--- config.mk ---
export PLATFORM = sky130hd
export DESIGN_NAME = id_ex_operand_stage
export DESIGN_NICKNAME = d
export VERILOG_FILES = /design/src/rtl/id_ex_operand_stage.sv
export SDC_FILE = /design/constraint.sdc
export NUM_CORES = 1
export LEC_CHECK = 0
export BUFFER_PORTS_ARGS = -buffer_cell sky130_fd_sc_hd__buf_2
export CAP_MARGIN = 20
export CORE_AREA = 2 2 225 227
export DETAILED_ROUTE_END_ITERATION = 7
export DIE_AREA = 0 0 227 229
export PLACE_DENSITY = 0.55
export SYNTH_ARGS = -nofsm -noshare
export SYNTH_HDL_FRONTEND = slang
export SYNTH_SLANG_ARGS = --single-unit
--- constraint.sdc ---
create_clock -name clk -period 5.1 [get_ports clk]
set_input_delay 1.53 -clock clk [delete_from_list [all_inputs] [get_ports clk]]
set_output_delay 1.53 -clock clk [all_outputs]
set_load 0.1 [all_outputs]
--- src/rtl/id_ex_operand_stage.sv ---
// ID/EX pipeline register with registered ALU-opcode decode, EX/MEM and MEM/WB
// operand forwarding, and a combinational load-use hazard flag for decode.
module id_ex_operand_stage #(
    parameter int XLEN = 64,
    parameter int RAW  = 5
) (
    input  logic            clk,
    input  logic            reset,
    input  logic            stall,
    input  logic            flush,
    input  logic            id_valid,
    input  logic [RAW-1:0]  id_rs1,
    input  logic [RAW-1:0]  id_rs2,
    input  logic [RAW-1:0]  id_rd,
    input  logic [XLEN-1:0] id_rs1_data,
    input  logic [XLEN-1:0] id_rs2_data,
    input  logic [XLEN-1:0] id_imm,
    input  logic [2:0]      id_funct3,
    input  logic            id_funct7b5,
    input  logic [1:0]      id_aluop,
    input  logic            id_alusrc,
    input  logic            id_regwrite,
    input  logic            id_memread,
    input  logic            id_memwrite,
    input  logic            id_memtoreg,
    input  logic            id_branch,
    input  logic            exmem_regwrite,
    input  logic [RAW-1:0]  exmem_rd,
    input  logic [XLEN-1:0] exmem_result,
    input  logic            memwb_regwrite,
    input  logic [RAW-1:0]  memwb_rd,
    input  logic [XLEN-1:0] memwb_result,
    output logic [XLEN-1:0] alu_a,
    output logic [XLEN-1:0] alu_b,
    output logic [3:0]      alu_op,
    output logic [XLEN-1:0] ex_store_data,
    output logic            ex_valid,
    output logic [RAW-1:0]  ex_rd,
    output logic            ex_regwrite,
    output logic            ex_memread,
    output logic            ex_memwrite,
    output logic            ex_memtoreg,
    output logic            ex_branch,
    output logic            load_use_hazard
);
    localparam logic [3:0] OP_AND = 4'b0000;
    localparam logic [3:0] OP_OR  = 4'b0001;
    localparam logic [3:0] OP_ADD = 4'b0010;
    localparam logic [3:0] OP_SUB = 4'b0110;

    logic            r_valid;
    logic [RAW-1:0]  r_rs1, r_rs2, r_rd;
    logic [XLEN-1:0] r_rs1_data, r_rs2_data, r_imm;
    logic            r_alusrc, r_regwrite, r_memread, r_memwrite, r_memtoreg, r_branch;
    logic [3:0]      r_alu_op;
    logic [3:0]      w_alu_op;
    logic [XLEN-1:0] w_fwd_rs1, w_fwd_rs2;

    always_comb begin
        w_alu_op = OP_ADD;
        case (id_aluop)
            2'b01: w_alu_op = OP_SUB;
            2'b10: begin
                case (id_funct3)
                    3'b000:  w_alu_op = id_funct7b5 ? OP_SUB : OP_ADD;
                    3'b111:  w_alu_op = OP_AND;
                    3'b110:  w_alu_op = OP_OR;
                    default: w_alu_op = OP_ADD;
                endcase
            end
            default: w_alu_op = OP_ADD;
        endcase
    end

    always_ff @(posedge clk) begin
        if (reset || flush) begin
            r_valid    <= 1'b0;
            r_rs1      <= '0;
            r_rs2      <= '0;
            r_rd       <= '0;
            r_rs1_data <= '0;
            r_rs2_data <= '0;
            r_imm      <= '0;
            r_alusrc   <= 1'b0;
            r_regwrite <= 1'b0;
            r_memread  <= 1'b0;
            r_memwrite <= 1'b0;
            r_memtoreg <= 1'b0;
            r_branch   <= 1'b0;
            r_alu_op   <= OP_ADD;
        end else if (!stall) begin
            r_valid    <= id_valid;
            r_rs1      <= id_rs1;
            r_rs2      <= id_rs2;
            r_rd       <= id_rd;
            r_rs1_data <= id_rs1_data;
            r_rs2_data <= id_rs2_data;
            r_imm      <= id_imm;
            r_alusrc   <= id_alusrc;
            r_regwrite <= id_regwrite;
            r_memread  <= id_memread;
            r_memwrite <= id_memwrite;
            r_memtoreg <= id_memtoreg;
            r_branch   <= id_branch;
            r_alu_op   <= w_alu_op;
        end
    end

    // EX/MEM is the younger result, so it wins over MEM/WB; x0 is hardwired zero.
    function automatic logic [XLEN-1:0] fwd(input logic [RAW-1:0] rs, input logic [XLEN-1:0] rdata,
                                            input logic ex_we, input logic [RAW-1:0] ex_rd_n,
                                            input logic [XLEN-1:0] ex_res, input logic wb_we,
                                            input logic [RAW-1:0] wb_rd_n, input logic [XLEN-1:0] wb_res);
        if (ex_we && ex_rd_n != '0 && ex_rd_n == rs)
            return ex_res;
        else if (wb_we && wb_rd_n != '0 && wb_rd_n == rs)
            return wb_res;
        else
            return rdata;
    endfunction

    assign w_fwd_rs1 = fwd(r_rs1, r_rs1_data, exmem_regwrite, exmem_rd, exmem_result,
                           memwb_regwrite, memwb_rd, memwb_result);
    assign w_fwd_rs2 = fwd(r_rs2, r_rs2_data, exmem_regwrite, exmem_rd, exmem_result,
                           memwb_regwrite, memwb_rd, memwb_result);

    assign alu_a         = w_fwd_rs1;
    assign alu_b         = r_alusrc ? r_imm : w_fwd_rs2;
    assign ex_store_data = w_fwd_rs2;
    assign alu_op        = r_alu_op;
    assign ex_valid      = r_valid;
    assign ex_rd         = r_rd;
    assign ex_regwrite   = r_regwrite;
    assign ex_memread    = r_memread;
    assign ex_memwrite   = r_memwrite;
    assign ex_memtoreg   = r_memtoreg;
    assign ex_branch     = r_branch;

    assign load_use_hazard = r_valid && r_memread && (r_rd != '0) && id_valid &&
                             ((r_rd == id_rs1) || (r_rd == id_rs2));
endmodule
* Word level (Yosys, flattened, before mapping)
Index checks and enable logic that the tools add are counted.
** Word-level totals
- Input bits :: 364
- Register bits after elaboration :: 218
- Output and inout bits :: 208
** Cells by class
- Multiplexer cells :: 8
- Equality and inequality tests :: 10
- Reductions and logical operators :: 16
** Operator list (number)
- 2-to-1 mux 64 bit :: 5
- == test 5 bit :: 6
- nonzero test 5 bit :: 3
- logical AND 1 bit :: 10
- one-hot mux 3 bit (3 select lines) :: 1
- == test 3 bit (second input constant) :: 2
- one-hot mux 3 bit (2 select lines) :: 1
- logical NOT 3 bit :: 1
- 2-to-1 mux 3 bit :: 1
- == test 2 x 1 -> 1 bit (second input constant) :: 1
- == test 2 bit (second input constant) :: 1
- logical OR 1 bit :: 2

* Logic depth before layout (Yosys ltp)
Gate-level depths: netlist (run 1).
- Depth after elaboration :: 6
- Mapped depth :: 8
- Depth with buffers taken out :: 5

* Worst setup path after synthesis (run 1)
No wires, ideal clock.
- Path type :: in2out
- Start :: input port memwb_rd[1]
- End :: output port alu_b[11]
- Buffers on the path :: 1
- Arrival time :: 5246 ps
- Stages on the path :: 6
- Path slack :: -1676 ps
- Required time :: 3570 ps
- Path through :: or4_4 -> o211ai_4 -> buf_6 -> o21ai_2 -> a31oi_1 -> mux2_1
** Between the ends
- Cells in the longest elaborated chain, start to end :: 6
** Ends and longest elaborated chain
- start, declared :: line 31 : input logic [RAW-1:0] memwb_rd,
- nonzero test 5 bit :: line 116 : else if (wb_we && wb_rd_n != '0 && wb_rd_n == rs)
- logical AND 1 bit :: line 116
- logical AND 1 bit (*) :: line 116
- 2-to-1 mux 64 bit (*) :: line 116
- 2-to-1 mux 64 bit (*) :: line 114 : if (ex_we && ex_rd_n != '0 && ex_rd_n == rs)
- via ex_store_data[11] :: line 36 : output logic [XLEN-1:0] ex_store_data,
- 2-to-1 mux 64 bit (*) :: line 128 : assign alu_b = r_alusrc ? r_imm : w_fwd_rs2;
- end, declared :: line 34 : output logic [XLEN-1:0] alu_b,
The timed path passes the listed nets; every way through them passes the cells marked *.

* Worst setup path in the final report (run 1)
- Start :: input port memwb_rd[4]
- End :: output port alu_b[26]
** Between the ends
- Cells in the longest elaborated chain, start to end :: 6
** Ends and longest elaborated chain (line)
- nonzero test 5 bit :: 116
- logical AND 1 bit :: 116
- logical AND 1 bit (*) :: 116
- 2-to-1 mux 64 bit (*) :: 116
- 2-to-1 mux 64 bit (*) :: 114
- 2-to-1 mux 64 bit (*) :: 128
Every way passes the cells marked *; elsewhere a longest branch is shown, timed or not.

==> results.sh, run 1 <==
export IMPL_placementRows=82
export IMPL_slowest_stage="or4b_4"
export IMPL_async_flop_share_pct=0
export IMPL_cts_root_buf="clkbuf_16"
export IMPL_hold_viol_final=0
export IMPL_min_period_ps=5170
export IMPL_cts_clk_slew_worst_paths_ps=60
export IMPL_wire_per_inst_um=22.1
export IMPL_area_growth_pct=99.2
export IMPL_cp_start_kind="input pin"
export IMPL_avgSynthCellArea_um2=8.96
export IMPL_rsz0062_at_grt="yes"
export IMPL_grt_overflow=0
export IMPL_vias=13253
export IMPL_fmax_ghz=0.194
export IMPL_htree_levels=1
export IMPL_ys_seq_area_share_pct=35.8
export IMPL_cap_violations=0
export IMPL_die_w_um=227
export IMPL_post_route_period_util_pct=101
export IMPL_slew_violations=0
export IMPL_max_vdd_ir_drop_uv=237
export IMPL_crit_family="buffers and inverters"
export IMPL_first_pass_iters=4
export IMPL_synthDistinctLibCells=40
export IMPL_wl_mm=60.9
export IMPL_start_util_pct=24.4
export IMPL_dp_hpwl_mm=43.3
export IMPL_grt_pass1_wl_mm=86.9
export IMPL_finalClockSkew_ps=0
export IMPL_cp_end_kind="primary output"
export IMPL_synth_compound_area_share_pct=12.1
export IMPL_outcome="complete, but fails checks"
export IMPL_layoutNonFillerInstCount=2754
export IMPL_total_power_mw=5.90
export IMPL_dieArea_um2=52000
export IMPL_synth_xor_xnor_area_share_pct=2.16
export IMPL_clock_sink_count=217
export IMPL_setup_viol_count_final=35
export IMPL_hold_path_class="reg2reg"
export IMPL_layout_commonest_cell="buf_2"
export IMPL_ys_flop_type="dfxtp_1"
export IMPL_final_cell_mix="buf_2 (371), nor2_1 (282), mux2i_1 (274)"
export IMPL_synth_area_mux_share_pct=28.9
export IMPL_fin_nets=2413
export IMPL_arrival_ps=3640
export IMPL_drt_iter0_markers=643
export IMPL_synth_area_um2=12100
export IMPL_crit_top_cell="buf_12"
export IMPL_port_buffers=570
export IMPL_yosys_warnings=0
export IMPL_grt_pass1_vias=13813
export IMPL_cts_buffers=29
export IMPL_core_um2=49700
export IMPL_via_per_inst=4.81
export IMPL_antenna_found_initial=16
export IMPL_p_leak_nw=9.97
export IMPL_worst_setup_path_type="in2out"
export IMPL_detail_route_antenna_nets=0
export IMPL_cp_num_buf_inv=5
export IMPL_clk_path_buf_depth=3
export IMPL_num_io_pins=572
export IMPL_syn_nets=1720
export IMPL_track_usage_pct=22.1
export IMPL_synth_top_family_by_area="multiplexers"
export IMPL_synthAdderAreaFrac_pct=0.206
export IMPL_grt_max_degree=85
export IMPL_critPathRequiredTime_ps=3570
export IMPL_power_density_nw_per_um2=244
export IMPL_synth_edf_count=0
export IMPL_clk_latency_ps=550
export IMPL_slew_limit_headroom_pct=39.4
export IMPL_design_area_um2=24200
export IMPL_violations="negative setup slack"
export IMPL_utilization_pct=48.7
export IMPL_numPlacedInstances=2628
export IMPL_die_h_um=229
export IMPL_synth_simple_area_share_pct=15.1
export IMPL_drc=0
export IMPL_fin_ws_ps=-66.3
export IMPL_synth_seq_cells=217
export IMPL_cts_tree="yes"
export IMPL_critPathMaxStageDelay_ps=610
export IMPL_drive_gt1_share_pct=55.5
export IMPL_tightest_slew_ps=909
export IMPL_worstPathCellList="buf_8 > xor2_4 > or4b_4 > buf_12 > buf_12 > buf_16 > o21ai_4 > a31oi_4 > mux2_4 > buf_12"
export IMPL_postPlaceCellArea_um2=21100
export IMPL_synthCells=1354
export IMPL_worst_path_max_fanout=7
export IMPL_place_gp_congestion=0.869
-- logic make-up (layout without fill, tap and decap cells) --
family	Yosys count	after routing
and+or+nand+nor	430	430
muxes	342	342
DFF	217	217
AOI/OAI and AO/OA	203	203
buffers and inverters	129	843
xor gates and xnor gates	30	30
adders and majority gates	2	2
other	1	15
-- stage by stage --
step,setup TNS [ps],setup WS (ps),hold WS (ps)
finish,-869,-66.3,490
global route,-2800,-105,524
CTS,-1150,-70.9,491
detailed placement,-16070,-326,477
global placement,-13220,-289,463
floorplan,-42620,-669,459
-- timing repair --
item,4_1_cts,5_1_grt
cloned,12,4
hold buffers,0,0
resized for setup,165,103
endpoints found under the setup margin,128,102
setup buffers,32,15
pin swaps,46,43
-- cell type report --
cell class | count | area [um2]
antenna | 14 | 35.0
clock buffer | 48 | 907
clock inverter | 4 | 45.0
fill | 4532 | 25500
inverter | 2 | 7.51
multi-input combinational | 1008 | 9380
sequential | 217 | 4350
tap | 672 | 841
timing repair buffer | 789 | 8610
-- metal layers --
layer | part of all wire (%) | global-route usage, % | vias up | wire length, um
li1 | - | - | 6196 | -
met1 | 40 | 25.9 | 6435 | 24200
met2 | 50 | 38.6 | 498 | 30400
met3 | 6.5 | 5.09 | 120 | 3960
met4 | 3.6 | 8.62 | 4 | 2200
met5 | 0.036 | 0 | - | 22
-- worst reg2reg max path: stages (launching register included) --
cell     delay, ps
dfxtp_4        660
buf_12         300
mux2i_1        130
nor2_1         100
-- synthesized netlist by cell type, types with 17 or more instances --
| cell type | n | area, um2 |
|---|---|---|
| nor3_1 | 66 | 330 |
| a21oi_1 | 66 | 330 |
| o21ai_1 | 50 | 250 |
| mux2_2 | 60 | 676 |
| mux2i_1 | 278 | 2780 |
| nor2_1 | 283 | 1060 |
| nand3_1 | 68 | 340 |
| buf_6 | 21 | 236 |
| buf_1 | 27 | 101 |
| a31oi_1 | 18 | 113 |
| clkbuf_1 | 49 | 184 |
| dfxtp_1 | 217 | 4340 |
| buf_2 | 21 | 105 |
| a31oi_2 | 46 | 576 |
| xnor2_1 | 17 | 149 |
-- where the power goes --
group	total, mW	switching, mW	internal [mW]
logic	2.03	1.20	0.827
registers	1.80	0.0487	1.75
clock network	2.07	0.820	1.25
-- registers in the layout (all words and copies together), names as in the netlist, 3 cells and up --
register / count
r_rs1: 5
alu_op: 3
r_rs2_data: 64
r_rs1_data: 64
ex_rd: 5
r_imm: 64
r_rs2: 5
-- path summary, 6_finish.rpt --
check / start / endpoint / slack [ps] / depth (start not counted)
setup reg to reg: r_alusrc / r_alusrc / 3840 / 3
setup / recovery: memwb_rd[4] / alu_b[26] / -70 / 10
hold reg to reg: alu_op[0] / alu_op[0] / 490 / 2
hold / removal: alu_op[0] / alu_op[0] / 490 / 2
Note: power is estimated with default switching activity, not from simulation.
==> run 2: changes to the inputs <==
--- a/config.mk
+++ b/config.mk
@@ -5,12 +5,13 @@
 export SDC_FILE = /design/constraint.sdc
 export NUM_CORES = 1
 export LEC_CHECK = 0
+export ABC_AREA = 1
 export BUFFER_PORTS_ARGS = -buffer_cell sky130_fd_sc_hd__buf_2
 export CAP_MARGIN = 20
-export CORE_AREA = 2 2 225 227
+export CORE_AREA = 3 3 224 226
 export DETAILED_ROUTE_END_ITERATION = 7
 export DIE_AREA = 0 0 227 229
-export PLACE_DENSITY = 0.55
+export PLACE_DENSITY = 0.56
 export SYNTH_ARGS = -nofsm -noshare
 export SYNTH_HDL_FRONTEND = slang
 export SYNTH_SLANG_ARGS = --single-unit
==> results.sh, run 2 <==
export IMPL_p_leak_nw=9.28
export IMPL_worst_path_max_fanout=44
export IMPL_start_util_pct=26.0
export IMPL_crit_top_cell="buf_12"
export IMPL_power_density_nw_per_um2=282
export IMPL_vias=15772
export IMPL_synthDistinctLibCells=27
export IMPL_hold_viol_final=0
export IMPL_postCtsSetupBuffers=0
export IMPL_grt_pass1_wl_mm=90.0
export IMPL_yosys_warnings=0
export IMPL_power_internal_mw=3.61
export IMPL_synth_top_area_share_pct=34.5
export IMPL_drc=3
export IMPL_place_gp_congestion=0.941
export IMPL_violations="design-rule violations"
export IMPL_sequentialPowerShare_pct=31.6
export IMPL_synth_seq_cells=217
export IMPL_grt_max_degree=119
export IMPL_slew_limit_headroom_pct=36.3
export IMPL_first_pass_iters=8
export IMPL_arrival_ps=3390
export IMPL_critPathRequiredTime_ps=3570
export IMPL_cts_buffers=28
export IMPL_wire_per_inst_um=19.1
export IMPL_postPlaceCellArea_um2=19000
export IMPL_cp_end_kind="primary output"
export IMPL_ys_top_cells_by_area="dfxtp_1 (34%), nand2_1 (17%), nand3_1 (13%), a21oi_1 (8.6%), inv_1 (6.0%)"
export IMPL_worst_setup_path_type="in2out"
export IMPL_avgSynthCellArea_um2=6.26
export IMPL_synth_compound_area_share_pct=13.9
export IMPL_max_vdd_ir_drop_uv=224
export IMPL_numPlacedInstances=3081
export IMPL_setup_tns_ps=0
export IMPL_yosys_area_top_type="dfxtp_1"
export IMPL_synth_most_common_cell="nand2_1"
export IMPL_grt_overflow=0
export IMPL_cts_clk_slew_worst_paths_ps=60
export IMPL_synthTopCellsByCount="nand2_1 (566), nand3_1 (325), dfxtp_1 (217)"
export IMPL_htree_levels=1
export IMPL_pwr_share_comb_pct=31.5
export IMPL_synth_area_mux_share_pct=0
export IMPL_area_growth_pct=59.0
export IMPL_antenna_found_initial=21
export IMPL_port_buffers=570
export IMPL_ys_seq_area_share_pct=34.5
export IMPL_ys_flop_type="dfxtp_1"
export IMPL_switching_power_mw=2.03
export IMPL_cts_root_buf="clkbuf_16"
export IMPL_layout_commonest_cell="nand2_1"
export IMPL_via_per_inst=5.01
export IMPL_total_power_mw=5.64
export IMPL_cts_tree="yes"
export IMPL_track_usage_pct=22.0
export IMPL_layoutNonFillerInstCount=3148
export IMPL_grt_pass1_vias=15578
export IMPL_detail_route_antenna_nets=0
export IMPL_num_io_pins=572
export IMPL_clk_path_buf_depth=3
export IMPL_die_h_um=229
export IMPL_worstPathCellList="buf_2 > xnor2_1 > nand2_1 > nor3_1 > nand3_4 > buf_12 > o21ai_0 > buf_12"
export IMPL_wl_mm=60.2
export IMPL_synth_area_um2=12600
export IMPL_synthCells=2014
export IMPL_design_area_um2=20000
export IMPL_fmax_ghz=0.203
export IMPL_placementRows=81
export IMPL_die_w_um=227
export IMPL_async_flop_share_pct=0
export IMPL_post_route_period_util_pct=96.4
export IMPL_setup_viol_count_final=0
export IMPL_cp_start_kind="input pin"
export IMPL_drive_gt1_share_pct=26.9
export IMPL_min_period_ps=4920
export IMPL_cts_resized=0
export IMPL_synth_simple_area_share_pct=37.3
export IMPL_synth_top_family_by_area="simple AND/OR/NAND/NOR gates"
export IMPL_dp_hpwl_mm=44.2
export IMPL_reg_top3="r_imm (64), r_rs1_data (64), r_rs2_data (64)"
export IMPL_drt_iter0_markers=1284
export IMPL_core_um2=48500
export IMPL_synth_edf_count=0
export IMPL_final_cell_mix="nand2_1 (565), buf_2 (377), nand3_1 (324)"
export IMPL_hold_path_class="reg2reg"
export IMPL_critPathMaxStageDelay_ps=530
export IMPL_clock_sink_count=217
export IMPL_finalClockSkew_ps=0
export IMPL_syn_nets=2380
export IMPL_swShare_pct=36.0
export IMPL_cp_num_buf_inv=3
export IMPL_crit_family="buffers and inverters"
export IMPL_slowest_stage="o21ai_0"
export IMPL_pwr_share_clk_pct=36.9
export IMPL_hold_buffers=0
export IMPL_tightest_slew_ps=955
export IMPL_cap_violations=0
export IMPL_rsz0062_at_grt="no"
export IMPL_fin_nets=2855
export IMPL_outcome="complete, but fails checks"
export IMPL_slew_violations=0
export IMPL_synth_xor_xnor_area_share_pct=2.02
export IMPL_synthAdderAreaFrac_pct=0.199
export IMPL_clk_latency_ps=540
export IMPL_dieArea_um2=52000
[run 2: cell types whose count changed after synthesis, moves of 50 or more]
cell	previous run	this run
nand2_1	1	566
nand4_1	2	67
a21oi_1	66	216
and2_1	0	64
inv_1	2	202
nor2_1	283	19
nand3_1	68	325
o21ai_1	50	0
nor3_1	66	3
mux2i_1	278	0
o21ai_0	5	129
mux2_2	60	0
[run 2: worst reg2reg max path, cell delays in order, from the launching register on]
cell and delay (ps):
dfxtp_4 340, inv_2 340, buf_4 490, a21oi_1 160
[run 2: metal layers]
metal  part of all wire [%]  vias to the layer above  global-route usage, %
li1                       -                     7515                      -
met1                     39                     7368                   26.3
met2                     47                      724                   36.7
met3                    8.8                      159                   5.33
met4                    5.2                        6                   11.0
met5                  0.037                        -                      0
[run 2: logic make-up (layout without fill, tap and decap cells)]
kind of cell             Yosys count  after routing
AND/OR/NAND/NOR                 1048           1048
buffers and inverters            369            864
AO/OA/AOI/OAI                    348            348
flip-flops                       217            217
XOR/XNOR                          29             29
adder cells (fa/ha/maj)            2              2
other                              1             18
[run 2: worst paths after layout]
path,slack (ps),endpoint,cells after the start,start
hold reg to reg,460,r_rs1_data[52],2,r_rs1_data[52]
setup / recovery,180,alu_a[13],8,exmem_rd[0]
hold / removal,460,r_rs1_data[52],2,r_rs1_data[52]
setup reg to reg,3620,r_alusrc,3,r_alusrc
[run 2: power by group through the flow]
stage               sequential (mW)  clock (mW)  combinational (mW)
finish                         1.78        2.08                1.78
global route                   1.79        2.21                1.86
CTS                            1.78        2.15                1.78
detailed placement             1.82           0                1.77
global placement               1.82           0                1.77
floorplan                      1.84           0                1.01
[run 2: final cells by class]
type                    instances  area, um2
fillers                      5044      28500
clock inverters                11        136
multi-input cells            1428       6830
diodes                         17       42.5
clock buffers                  39        833
inverters                     204        773
well taps                     622        778
repair buffers                610       6290
flip-flops and latches        217       4350
[run 2: metrics by stage]
stage                     hold WS [ps]  util [%]  setup WS (ps)
after detailed placement           451      39.2            212
after CTS                          460      41.2            208
after global routing               472      41.3            103
after global placement             444      39.2            214
final                              460      41.3            182
after floorplan                    430         -           -793
==> run 3: changes to the inputs <==
--- a/config.mk
+++ b/config.mk
@@ -11,7 +11,7 @@
 export CORE_AREA = 3 3 224 226
 export DETAILED_ROUTE_END_ITERATION = 7
 export DIE_AREA = 0 0 227 229
-export PLACE_DENSITY = 0.56
+export PLACE_DENSITY = 0.58
 export SYNTH_ARGS = -nofsm -noshare
 export SYNTH_HDL_FRONTEND = slang
 export SYNTH_SLANG_ARGS = --single-unit
==> constraint.sdc (replaced) <==
create_clock -name clk -period 4.1 [get_ports clk]
set_input_delay 1.23 -clock clk [delete_from_list [all_inputs] [get_ports clk]]
set_output_delay 1.23 -clock clk [all_outputs]
set_load 0.1 [all_outputs]
==> results.sh, run 3 (synthesis results as in run 2) <==
export IMPL_met2_length_mm=32.1
export IMPL_vias=16509
export IMPL_hold_path_class="reg2reg"
export IMPL_power_density_nw_per_um2=324
export IMPL_max_vdd_ir_drop_uv=284
export IMPL_setup_viol_count_final=31
export IMPL_outcome="complete, but fails checks"
export IMPL_multi_input_area_um2=7630
export IMPL_placementRows=81
export IMPL_worst_setup_path_type="in2out"
export IMPL_critPathRequiredTime_ps=2870
export IMPL_die_h_um=229
export IMPL_dieArea_um2=52000
export IMPL_hold_viol_final=0
export IMPL_worst_path_max_fanout=9
export IMPL_htree_levels=1
export IMPL_tightest_slew_ps=1040
export IMPL_cts_tree="yes"
export IMPL_die_w_um=227
export IMPL_drc=0
export IMPL_clock_sink_count=217
export IMPL_num_io_pins=572
export IMPL_detail_route_antenna_nets=0
export IMPL_cts_clk_slew_worst_paths_ps=60
export IMPL_dp_hpwl_mm=44.3
export IMPL_layout_commonest_cell="nand2_1"
export IMPL_grt_max_degree=152
export IMPL_wl_mm=67.6
export IMPL_grt_pass1_vias=15343
export IMPL_cts_buffers=28
export IMPL_reg2reg_from="r_alusrc"
export IMPL_violations="negative setup slack"
export IMPL_p_leak_nw=10.1
export IMPL_layoutNonFillerInstCount=3217
export IMPL_numPlacedInstances=3120
export IMPL_cp_start_kind="input pin"
export IMPL_fmax_ghz=0.241
export IMPL_wire_per_inst_um=21.0
export IMPL_total_power_mw=7.08
export IMPL_place_gp_congestion=0.955
export IMPL_arrival_ps=2910
export IMPL_clk_path_buf_depth=3
export IMPL_cts_root_buf="clkbuf_16"
export IMPL_area_growth_pct=73.5
export IMPL_port_buffers=570
export IMPL_post_route_period_util_pct=101
export IMPL_cp_end_kind="primary output"
export IMPL_clk_latency_ps=550
export IMPL_first_pass_iters=6
export IMPL_cap_violations=0
export IMPL_grt_pass1_wl_mm=91.5
export IMPL_met1_length_mm=26.2
export IMPL_slew_violations=0
export IMPL_fillCellCount=4908
export IMPL_reg_top3="r_imm (64), r_rs1_data (64), r_rs2_data (64)"
export IMPL_rsz0062_at_grt="yes"
export IMPL_drt_iter0_markers=1439
export IMPL_register_area_um2=4350
export IMPL_fin_ws_ps=-42.3
export IMPL_min_period_ps=4140
export IMPL_hold_buffers=0
export IMPL_fin_nets=2927
export IMPL_drive_gt1_share_pct=36.5
export IMPL_highest_layer="met5"
export IMPL_track_usage_pct=22.4
export IMPL_final_cell_mix="nand2_1 (507), buf_2 (372), nand3_1 (253)"
export IMPL_finalClockSkew_ps=0
export IMPL_grt_overflow=0
export IMPL_antenna_found_initial=18
export IMPL_via_per_inst=5.13
export IMPL_cp_startpoint="exmem_rd[1]"
export IMPL_core_um2=48500
export IMPL_start_util_pct=26.0
export IMPL_slew_limit_headroom_pct=30.9
export IMPL_min_from="r_rs1_data[2]"
export IMPL_route_met3_wl_mm=6.43
## run 3: cell count changes in the layout (fill, tap and decap cells not counted), sizes merged, moves of 2 or more
cell    before  now
buf        609  663
clkbuf      40   61
bufinv       3    1
clkinv       7    5
diode       17   15
## run 3: cell type report
type                            instances  area share, %
Tap cell                              622           3.56
Clock inverter                          6          0.280
Clock buffer                           43           3.88
Inverter                              204           3.53
Sequential cell                       217           19.9
Antenna cell                           15          0.172
Timing Repair Buffer                  681           33.8
Multi-Input combinational cell       1429           34.9
## run 3: final timing paths
path                       endpoint  slack [ps]  depth (start not counted)
setup / recovery  ex_store_data[33]         -40                         12
hold / removal        r_rs1_data[2]         450                          2
setup reg to reg           r_alusrc        2610                          3
hold reg to reg       r_rs1_data[2]         450                          2
## run 3: power by group
part | internal [mW] | total, mW | switching (mW) | leakage [nW]
clock network | 1.47 | 2.47 | 1.00 | 0.446
logic | 0.824 | 2.39 | 1.57 | 7.86
registers | 2.18 | 2.22 | 0.0371 | 1.77
total | 4.48 | 7.08 | 2.60 | 10.1
## run 3: per-layer routing
metal | global-route usage, % | vias up
li1 | - | 7676
met1 | 27.9 | 7738
met2 | 37.2 | 935
met3 | 4.81 | 154
met4 | 9.34 | 6
met5 | 0 | -
## run 3: worst max-delay path, cell delays in order
cell	delay, ps
buf_2	110
buf_4	120
nor2_1	40
nand2_1	80
nand2_2	60
buf_4	140
nor3_4	180
buf_12	200
clkbuf_16	200
nand3_1	130
and2_1	220
buf_12	170
## run 3: timing repair
item                                    CTS  global route
resized for setup                        23           246
pin swaps                                 2            16
endpoints found under the setup margin   20           189
buffers inserted                          1            10
gates cloned                              1            21
## run 3: per-stage QoR
step           hold WS, ps  utilization, %  setup slack [ps]  instance area, um2  TNS (ps)
2_1_floorplan          430               -             -1190               12600    -72040
3_3_place_gp           442            40.0              -158               19400      -595
3_5_place_dp           446            40.0              -157               19400      -683
4_1_cts                455            42.1             -17.3               20400     -62.9
5_1_grt                472            45.0              -152               21900    -13460
6_report               454            45.0             -42.3               21900      -527
